File: src/rtl/sincos_phase_detect.sv
// sincos_phase_detect: iterative CORDIC vectoring engine.
// Converts a signed I/Q pair into a PH_W-bit phase angle (0 = +I, quarter turn = +Q)
// and an uncompensated magnitude (CORDIC gain ~1.6468 left in).
// One sample in flight at a time, accepted through a valid/ready handshake.
module sincos_phase_detect #(
  parameter int ITERATIONS = 12,
  parameter int IN_W       = 10,
  parameter int PH_W       = 10
) (
  input  logic              Clock,
  input  logic              Reset,
  input  logic              ClkEn,
  input  logic              InValid,
  output logic              InReady,
  input  logic [IN_W-1:0]   I,
  input  logic [IN_W-1:0]   Q,
  output logic              OutValid,
  output logic [PH_W-1:0]   Theta,
  output logic [IN_W+1:0]   Magnitude
);

  // x/y carry 3 bits of growth plus 2 fractional guard bits
  localparam int XW = IN_W + 5;
  // z carries 4 fractional bits below the output LSB
  localparam int ZW = PH_W + 4;
  localparam int MW = IN_W + 2;
  localparam int CW = 4;
  localparam logic [ZW-1:0] HALF_TURN = {1'b1, {(ZW-1){1'b0}}};

  typedef enum logic [1:0] {IDLE, ROTATE, OUT} state_t;

  state_t               r_state;
  state_t               w_next;
  logic signed [XW-1:0] r_x;
  logic signed [XW-1:0] r_y;
  logic [ZW-1:0]        r_z;
  logic [CW-1:0]        r_iter;
  logic                 r_zero;
  logic                 r_outvalid;
  logic [PH_W-1:0]      r_theta;
  logic [MW-1:0]        r_mag;

  logic signed [XW-1:0] w_i_ext;
  logic signed [XW-1:0] w_q_ext;
  logic signed [XW-1:0] w_x_sh;
  logic signed [XW-1:0] w_y_sh;
  logic [ZW-1:0]        w_atan;
  logic [PH_W-1:0]      w_theta;
  logic [MW-1:0]        w_mag;

  // atan(2^-i) in units of 2^-14 turn (14-bit z, i.e. PH_W = 10)
  function automatic logic [ZW-1:0] atan_lut(input logic [CW-1:0] idx);
    case (idx)
      4'd0:    atan_lut = ZW'(2048);
      4'd1:    atan_lut = ZW'(1209);
      4'd2:    atan_lut = ZW'(639);
      4'd3:    atan_lut = ZW'(324);
      4'd4:    atan_lut = ZW'(163);
      4'd5:    atan_lut = ZW'(81);
      4'd6:    atan_lut = ZW'(41);
      4'd7:    atan_lut = ZW'(20);
      4'd8:    atan_lut = ZW'(10);
      4'd9:    atan_lut = ZW'(5);
      4'd10:   atan_lut = ZW'(3);
      4'd11:   atan_lut = ZW'(1);
      4'd12:   atan_lut = ZW'(1);
      default: atan_lut = '0;
    endcase
  endfunction

  // Sign-extend and scale inputs by 4 into the guard-bit format
  assign w_i_ext = {{3{I[IN_W-1]}}, I, 2'b00};
  assign w_q_ext = {{3{Q[IN_W-1]}}, Q, 2'b00};
  assign w_x_sh  = r_x >>> r_iter;
  assign w_y_sh  = r_y >>> r_iter;
  assign w_atan  = atan_lut(r_iter);
  // Round-to-nearest on both outputs; z wraps so 1023.5 rounds to 0
  assign w_theta = PH_W'((r_z + ZW'(8)) >> 4);
  assign w_mag   = MW'((r_x + XW'(2)) >>> 2);

  assign InReady   = (r_state == IDLE);
  assign OutValid  = r_outvalid;
  assign Theta     = r_theta;
  assign Magnitude = r_mag;

  // State register; reset wins over the clock enable
  always_ff @(posedge Clock) begin
    if (Reset)      r_state <= IDLE;
    else if (ClkEn) r_state <= w_next;
  end

  // Next-state logic
  always_comb begin
    w_next = r_state;
    unique case (r_state)
      IDLE:    if (InValid) w_next = ROTATE;
      ROTATE:  if (r_iter == CW'(ITERATIONS - 1)) w_next = OUT;
      OUT:     w_next = IDLE;
      default: w_next = IDLE;
    endcase
  end

  // Datapath: capture with left-half-plane fold, micro-rotations, result load
  always_ff @(posedge Clock) begin
    if (Reset) begin
      r_outvalid <= 1'b0;
      r_theta    <= '0;
      r_mag      <= '0;
      r_zero     <= 1'b0;
      r_x        <= '0;
      r_y        <= '0;
      r_z        <= '0;
      r_iter     <= '0;
    end else if (ClkEn) begin
      r_outvalid <= (r_state == OUT);
      unique case (r_state)
        IDLE: begin
          if (InValid) begin
            r_iter <= '0;
            r_zero <= (I == '0) && (Q == '0);
            if (I[IN_W-1]) begin
              r_x <= -w_i_ext;
              r_y <= -w_q_ext;
              r_z <= HALF_TURN;
            end else begin
              r_x <= w_i_ext;
              r_y <= w_q_ext;
              r_z <= '0;
            end
          end
        end
        ROTATE: begin
          r_iter <= r_iter + CW'(1);
          if (!r_y[XW-1]) begin
            r_x <= r_x + w_y_sh;
            r_y <= r_y - w_x_sh;
            r_z <= r_z + w_atan;
          end else begin
            r_x <= r_x - w_y_sh;
            r_y <= r_y + w_x_sh;
            r_z <= r_z - w_atan;
          end
        end
        OUT: begin
          r_theta <= r_zero ? '0 : w_theta;
          r_mag   <= r_zero ? '0 : w_mag;
        end
        default: ;
      endcase
    end
  end

endmodule

File: config.mk
export PLATFORM = sky130hd
export DESIGN_NAME = sincos_phase_detect
export DESIGN_NICKNAME = d
export VERILOG_FILES = /design/src/rtl/sincos_phase_detect.sv
export SDC_FILE = /design/constraint.sdc
export NUM_CORES = 1
export LEC_CHECK = 0
export ABC_CLOCK_PERIOD_IN_PS = 9700
export CAP_MARGIN = 20
export CORE_ASPECT_RATIO = 1.5
export CORE_MARGIN = 5
export CORE_UTILIZATION = 55
export DETAILED_ROUTE_END_ITERATION = 16
export GPL_ROUTABILITY_DRIVEN = 0
export GPL_TIMING_DRIVEN = 0
export PLACE_DENSITY = 0.8
export SLEW_MARGIN = 20
export SYNTH_ARGS = -nofsm -noshare
export SYNTH_HDL_FRONTEND = slang
export SYNTH_SLANG_ARGS = --single-unit
File: constraint.sdc
create_clock -name Clock -period 9.7 [get_ports Clock]
set_clock_uncertainty 0.05 [all_clocks]
set_input_delay 1.94 -clock Clock [delete_from_list [all_inputs] [get_ports Clock]]
set_output_delay 1.94 -clock Clock [all_outputs]
set_load 0.005 [all_outputs]
==> impl_metrics.json, run 1 <==
{
  "status": "finished, final reports clean",
  "synthFlopType": "dfxtp_1",
  "path_buf_inv": 3,
  "yosys_register_bits": 86,
  "drive_gt1_frac": 0.0773,
  "async_flop_share": 0,
  "layout_commonest_cell": "nor2_1",
  "pin_count": 48,
  "cts_buffer_depth": 2,
  "core_area_um2": 15100,
  "cts_hold_buf": 0,
  "syn-num-nets": 1187,
  "tightest_slew_ns": 0.840,
  "antenna_found_initial": 0,
  "synth_warnings": 0,
  "cp_max_fo": 10,
  "drc": 0,
  "synth-edff-count": 0,
  "avgViaCountPerCell": 6.59,
  "cts_setup_buffers": 0,
  "clk_pin_slew_ns": 0.07,
  "setup_viol": 0,
  "fp.dieArea_um2": 18200,
  "die_w_um": 112,
  "first_pass_iters": 8,
  "final_area_um2": 9550,
  "cts_resized": 0,
  "cpLargestDelayFamily": "compound AO/OA/AOI/OAI gates",
  "p_per_area_nw_per_um2": 153,
  "crit_slowest_cell": "mux4_2",
  "wl_per_cell_um": 21.1,
  "place.port_buffers": 47,
  "synth.distinct_cells": 82,
  "worstSetupEndpointType": "flip-flop",
  "die_h_um": 163,
  "tritoncts": "built",
  "final.setup.tns_ns": 0,
  "insertion_delay_ns": 0.36,
  "ir_drop_v": 0.0000870,
  "crit_type": "flip-flop to flip-flop",
  "routed_wl_um": 28800,
  "final_nets": 1245,
  "hold_path_class": "flip-flop to flip-flop",
  "num_rows": 55,
  "placedInstanceArea_um2": 9260,
  "numCtsBuffers": 9,
  "ctsHtreeMaxLevel": 3,
  "insertedDiodeCount": 0,
  "grt_pass1_wl_um": 44900,
  "dpl.hpwl_um": 22000,
  "yosysTopAreaCellShare": 0.202,
  "cp_cell_sequence": "buf_4 -> buf_2 -> buf_2 -> mux4_2 -> nor2b_1 -> a211oi_1 -> a21o_1 -> ha_1 -> nand2_1 -> o22ai_1 -> nand2_1 -> mux2_2 -> a22oi_1 -> o21ai_1 -> ha_1 -> and3_1 -> o311ai_0 -> a31oi_1 -> nand3_1 -> and3_1 -> o21ai_0 -> a31oi_1",
  "worstPathArrival_ns": 6.08,
  "synth_area_leaders": "dfxtp_1, ha_1, xnor2_1, nor2_1, a21oi_1",
  "syn_to_final_growth_pct": 11.9,
  "max_stage_delay_ns": 0.54,
  "slew_headroom": 0.440,
  "yosysTopAreaCell": "dfxtp_1",
  "drv_slew": 0,
  "track_usage": 0.310,
  "max_cap_violations": 0,
  "initial_core_util": 0.564,
  "grt_pass1_vias": 8773,
  "yosysSeqAreaShare": 0.202,
  "grt_max_degree": 16,
  "cts.sinks": 86,
  "syn_inst": 1102,
  "dr.first_iter.drc_count": 1054,
  "hold_violations": 0,
  "leakagePower_nw": 3.71,
  "rsz0062_at_grt": "false",
  "period_share": 0.610,
  "syn_area_um2": 8530,
  "ant_nets": 0,
  "cts_root_buf": "clkbuf_16",
  "period_needed_ns": 5.92,
  "layout_common_cells": "nor2_1, nand2_1, dfxtp_1",
  "max_freq_ghz": 0.169,
  "vias": 8993,
  "grt_overflow": 0,
  "critPathLaunchType": "flip-flop",
  "syn_area_per_cell_um2": 7.74,
  "critPathRequiredTime_ns": 9.87
}
-- registers in the layout, indices dropped and copies added, names as in the netlist, 2 cells and up --
signal	flops
Magnitude	12
r_iter	4
r_x	15
Theta	10
w_atan	12
r_z	14
r_state	2
r_y	15
-- worst reg2reg max path, stage by stage (launching register included) --
cell and delay [ns]:
dfxtp_1 0.49, buf_4 0.29, buf_2 0.31, buf_2 0.34
mux4_2 0.54, nor2b_1 0.15, a211oi_1 0.28, a21o_1 0.18
ha_1 0.24, nand2_1 0.08, o22ai_1 0.34, nand2_1 0.14
mux2_2 0.30, a22oi_1 0.13, o21ai_1 0.14, ha_1 0.35
and3_1 0.15, o311ai_0 0.17, a31oi_1 0.26, nand3_1 0.13
and3_1 0.19, o21ai_0 0.39, a31oi_1 0.14
-- worst paths after layout --
kind / from / to / slack (ns) / cells past startpoint
setup / recovery: r_iter[0] / r_y[13] / 3.78 / 22
setup reg to reg: r_iter[0] / r_y[13] / 3.78 / 22
hold reg to reg: OutValid / OutValid / 0.43 / 2
hold / removal: OutValid / OutValid / 0.43 / 2
-- Yosys cell counts (all sizes together) (26+ instances only) --
| library cell | number |
|---|---|
| a21oi | 77 |
| buf | 26 |
| clkbuf | 42 |
| xor2 | 26 |
| mux2i | 33 |
| nor3 | 30 |
| nor2 | 146 |
| ha | 58 |
| a22oi | 32 |
| o21ai | 63 |
| xnor2 | 65 |
| nand2 | 97 |
| inv | 39 |
| dfxtp | 86 |
-- stage by stage --
stage               std cells  worst slack, ns  hold WS, ns  utilization  power (W)
floorplan                1102             5.10        0.403            -   0.000922
global placement         1348             4.08        0.405        0.611    0.00108
detailed placement       1348             3.98        0.421        0.611    0.00109
CTS                      1364             3.94        0.431        0.631    0.00144
global route             1364             3.51        0.460        0.631    0.00154
finish                   1364             3.78        0.426        0.631    0.00146
-- kinds of logic (layout without fill, tap and decap cells) --
family	after synthesis	in the layout	share of synthesized area
and+or+nand+nor	387	387	0.209
muxes	73	73	0.119
DFF	86	86	0.202
AOI/OAI and AO/OA	296	296	0.229
adders and majority gates	61	61	0.0921
buffers and inverters	108	171	0.0556
xor gates and xnor gates	91	91	0.0934
-- power breakdown --
part / leakage [nW] / internal, W / total, W / switching (W)
clock network: 0.138 / 0.000190 / 0.000354 / 0.000164
registers: 0.699 / 0.000371 / 0.000400 / 0.0000281
logic: 2.87 / 0.000292 / 0.000708 / 0.000416
total: 3.71 / 0.000853 / 0.00146 / 0.000609
-- metal layers --
metal / GRT usage / vias up / share of wire
met1: 0.321 / 4049 / 0.33
met3: 0.0550 / 205 / 0.096
met5: 0 / - / 0
li1: - / 4124 / -
met4: 0.241 / 0 / 0.092
met2: 0.549 / 615 / 0.48
-- area by class of cell --
| type | instances | area [µm²] |
|---|---|---|
| repair buffers | 47 | 470 |
| well taps | 199 | 249 |
| flip-flops and latches | 86 | 1720 |
| multi-input cells | 908 | 6340 |
| plain buffers | 68 | 324 |
| clock buffers | 11 | 253 |
| inverters | 40 | 150 |
| clock inverters | 5 | 41.3 |
| fillers | 1370 | 5590 |
No activity file was read; power rests on OpenSTA's default activity.
==> inputs of run 2 (changes only) <==
--- a/config.mk
+++ b/config.mk
@@ -5,7 +5,7 @@
 export SDC_FILE = /design/constraint.sdc
 export NUM_CORES = 1
 export LEC_CHECK = 0
-export ABC_CLOCK_PERIOD_IN_PS = 9700
+export ABC_CLOCK_PERIOD_IN_PS = 6000
 export CAP_MARGIN = 20
 export CORE_ASPECT_RATIO = 1.5
 export CORE_MARGIN = 5
==> constraint.sdc (replaced) <==
create_clock -name Clock -period 6 [get_ports Clock]
set_clock_uncertainty 0.05 [all_clocks]
set_input_delay 1.2 -clock Clock [delete_from_list [all_inputs] [get_ports Clock]]
set_output_delay 1.2 -clock Clock [all_outputs]
set_load 0.005 [all_outputs]
==> run 2 against run 1 <==
Effect of this change: via count grew 0.14%; sequential power grew 61%; largest power group unchanged; non-clock buffer count is the same; largest cell class unchanged.
==> impl_metrics.json, run 2 (same netlist as run 1, synthesis figures left out) <==
{
  "status": "finished, final reports clean",
  "grt_pass1_wl_um": 44900,
  "first_pass_iters": 7,
  "avgViaCountPerCell": 6.60,
  "cts_setup_buffers": 0,
  "crit_path_start": "r_iter[0]",
  "grt_busiest_layer": "met2",
  "cts_hold_buf": 0,
  "crit_slowest_cell": "mux4_2",
  "grt_overflow": 0,
  "holdPathStages": 2,
  "ir_drop_v": 0.000141,
  "dr.first_iter.drc_count": 1177,
  "leakagePower_nw": 3.71,
  "track_usage": 0.310,
  "cp_cell_sequence": "buf_4 -> buf_2 -> clkbuf_4 -> mux4_2 -> nor2b_1 -> a211oi_1 -> a21o_1 -> ha_1 -> nand2_1 -> o22ai_2 -> nand2_1 -> mux2_2 -> a22oi_1 -> o21ai_1 -> ha_1 -> a21o_1 -> nor3_1 -> o21ai_0 -> a41oi_1 -> xor2_1 -> nor2_1 -> o221a_2",
  "layout_common_cells": "nor2_1, nand2_1, dfxtp_1",
  "reg_top3": "r_x x15, r_y x15, r_z x14",
  "num_rows": 55,
  "setup_viol": 0,
  "dp_cells": 1348,
  "syn_to_final_growth_pct": 12.0,
  "n_fill_cell": 1370,
  "crit_type": "flip-flop to flip-flop",
  "max_freq_ghz": 0.176,
  "path_buf_inv": 3,
  "worstPathArrival_ns": 5.87,
  "routed_wl_um": 28800,
  "cts.sinks": 86,
  "worst_hold_path.endpoint": "OutValid",
  "critPathRequiredTime_ns": 6.20,
  "critPathLaunchType": "flip-flop",
  "place.port_buffers": 47,
  "hp-start": "OutValid",
  "ff_latch_area_um2": 1720,
  "insertion_delay_ns": 0.36,
  "cts_buffer_depth": 2,
  "timing.rr.start": "r_iter[0]",
  "vias": 9006,
  "die_w_um": 112,
  "max_stage_delay_ns": 0.51,
  "max_cap_violations": 0,
  "r2r_cells": 22,
  "grt_pass1_vias": 8773,
  "r2r_slack_ns": 0.33,
  "dpl.hpwl_um": 22000,
  "numCtsBuffers": 9,
  "multi_input_area_um2": 6350,
  "cts_resized": 0,
  "fp.dieArea_um2": 18200,
  "initial_core_util": 0.564,
  "tritoncts": "built",
  "grtUsageMet2": 0.549,
  "grt_max_degree": 16,
  "cpLargestDelayFamily": "compound AO/OA/AOI/OAI gates",
  "pin_count": 48,
  "hold_path_class": "flip-flop to flip-flop",
  "fin_cells": 1364,
  "met1_usage": 0.321,
  "hold_violations": 0,
  "p_per_area_nw_per_um2": 248,
  "layout_commonest_cell": "nor2_1",
  "tightest_slew_ns": 0.831,
  "wl_per_cell_um": 21.1,
  "drv_slew": 0,
  "die_h_um": 163,
  "core_area_um2": 15100,
  "r2r-end": "r_y[12]",
  "final.setup.tns_ns": 0,
  "period_share": 0.945,
  "slew_headroom": 0.446,
  "antenna_found_initial": 0,
  "worstSetupEndpointType": "flip-flop",
  "ant_nets": 0,
  "cp_max_fo": 10,
  "cts_root_buf": "clkbuf_16",
  "use_met3": 0.0550,
  "final_nets": 1245,
  "drc": 0,
  "clk_pin_slew_ns": 0.07,
  "drive_gt1_frac": 0.0781,
  "rsz0062_at_grt": "false",
  "insertedDiodeCount": 0,
  "ctsHtreeMaxLevel": 3,
  "period_needed_ns": 5.67
}
==> run 2: report_power, final <==
group / internal (W) / switching [W] / total (W)
logic: 0.000473 / 0.000674 / 0.00115
clock network: 0.000307 / 0.000267 / 0.000574
registers: 0.000600 / 0.0000451 / 0.000646
==> run 2: cell type report <==
type                            count  share of cell area
Inverter                           40              0.0157
Multi-Input combinational cell    908               0.664
Buffer                             68              0.0342
Sequential cell                    86               0.180
Clock inverter                      5             0.00432
Tap cell                          199              0.0260
Clock buffer                       11              0.0264
Timing Repair Buffer               47              0.0492
==> run 2: metal layers <==
layer  vias to the layer above  part of all wire
met5                         -                 0
met4                         0             0.090
met3                       207             0.090
met2                       591              0.49
met1                      4088              0.33
li1                       4120                 -
==> run 2: how the worst max path moves through the flow <==
stage	cells past startpoint	endpoint	slack [ns]
after floorplan	22	r_y[12]	1.40
after global placement	22	r_y[13]	0.38
after detailed placement	22	r_y[13]	0.28
after CTS	22	r_y[13]	0.24
after global routing	22	r_y[12]	0.04
final	22	r_y[12]	0.33
==> run 2: worst register-to-register path: stages (launching register included) <==
cell and delay, ns:
dfxtp_1 0.50, buf_4 0.29, buf_2 0.31, clkbuf_4 0.30, mux4_2 0.52, nor2b_1 0.15, a211oi_1 0.32, a21o_1 0.16
ha_1 0.23, nand2_1 0.08, o22ai_2 0.26, nand2_1 0.12, mux2_2 0.29, a22oi_1 0.13, o21ai_1 0.14, ha_1 0.27
a21o_1 0.21, nor3_1 0.11, o21ai_0 0.14, a41oi_1 0.34, xor2_1 0.32, nor2_1 0.08, o221a_2 0.25
==> run 2: metrics by stage <==
stage / setup WS [ns] / hold WS [ns] / instance area [µm²] / power (W) / util
after floorplan: 1.40 / 0.403 / 8530 / 0.00149 / -
after global placement: 0.383 / 0.405 / 9250 / 0.00174 / 0.611
after detailed placement: 0.280 / 0.421 / 9260 / 0.00176 / 0.611
after CTS: 0.239 / 0.431 / 9550 / 0.00233 / 0.631
after global routing: 0.0428 / 0.460 / 9560 / 0.00249 / 0.631
final: 0.330 / 0.426 / 9560 / 0.00237 / 0.631
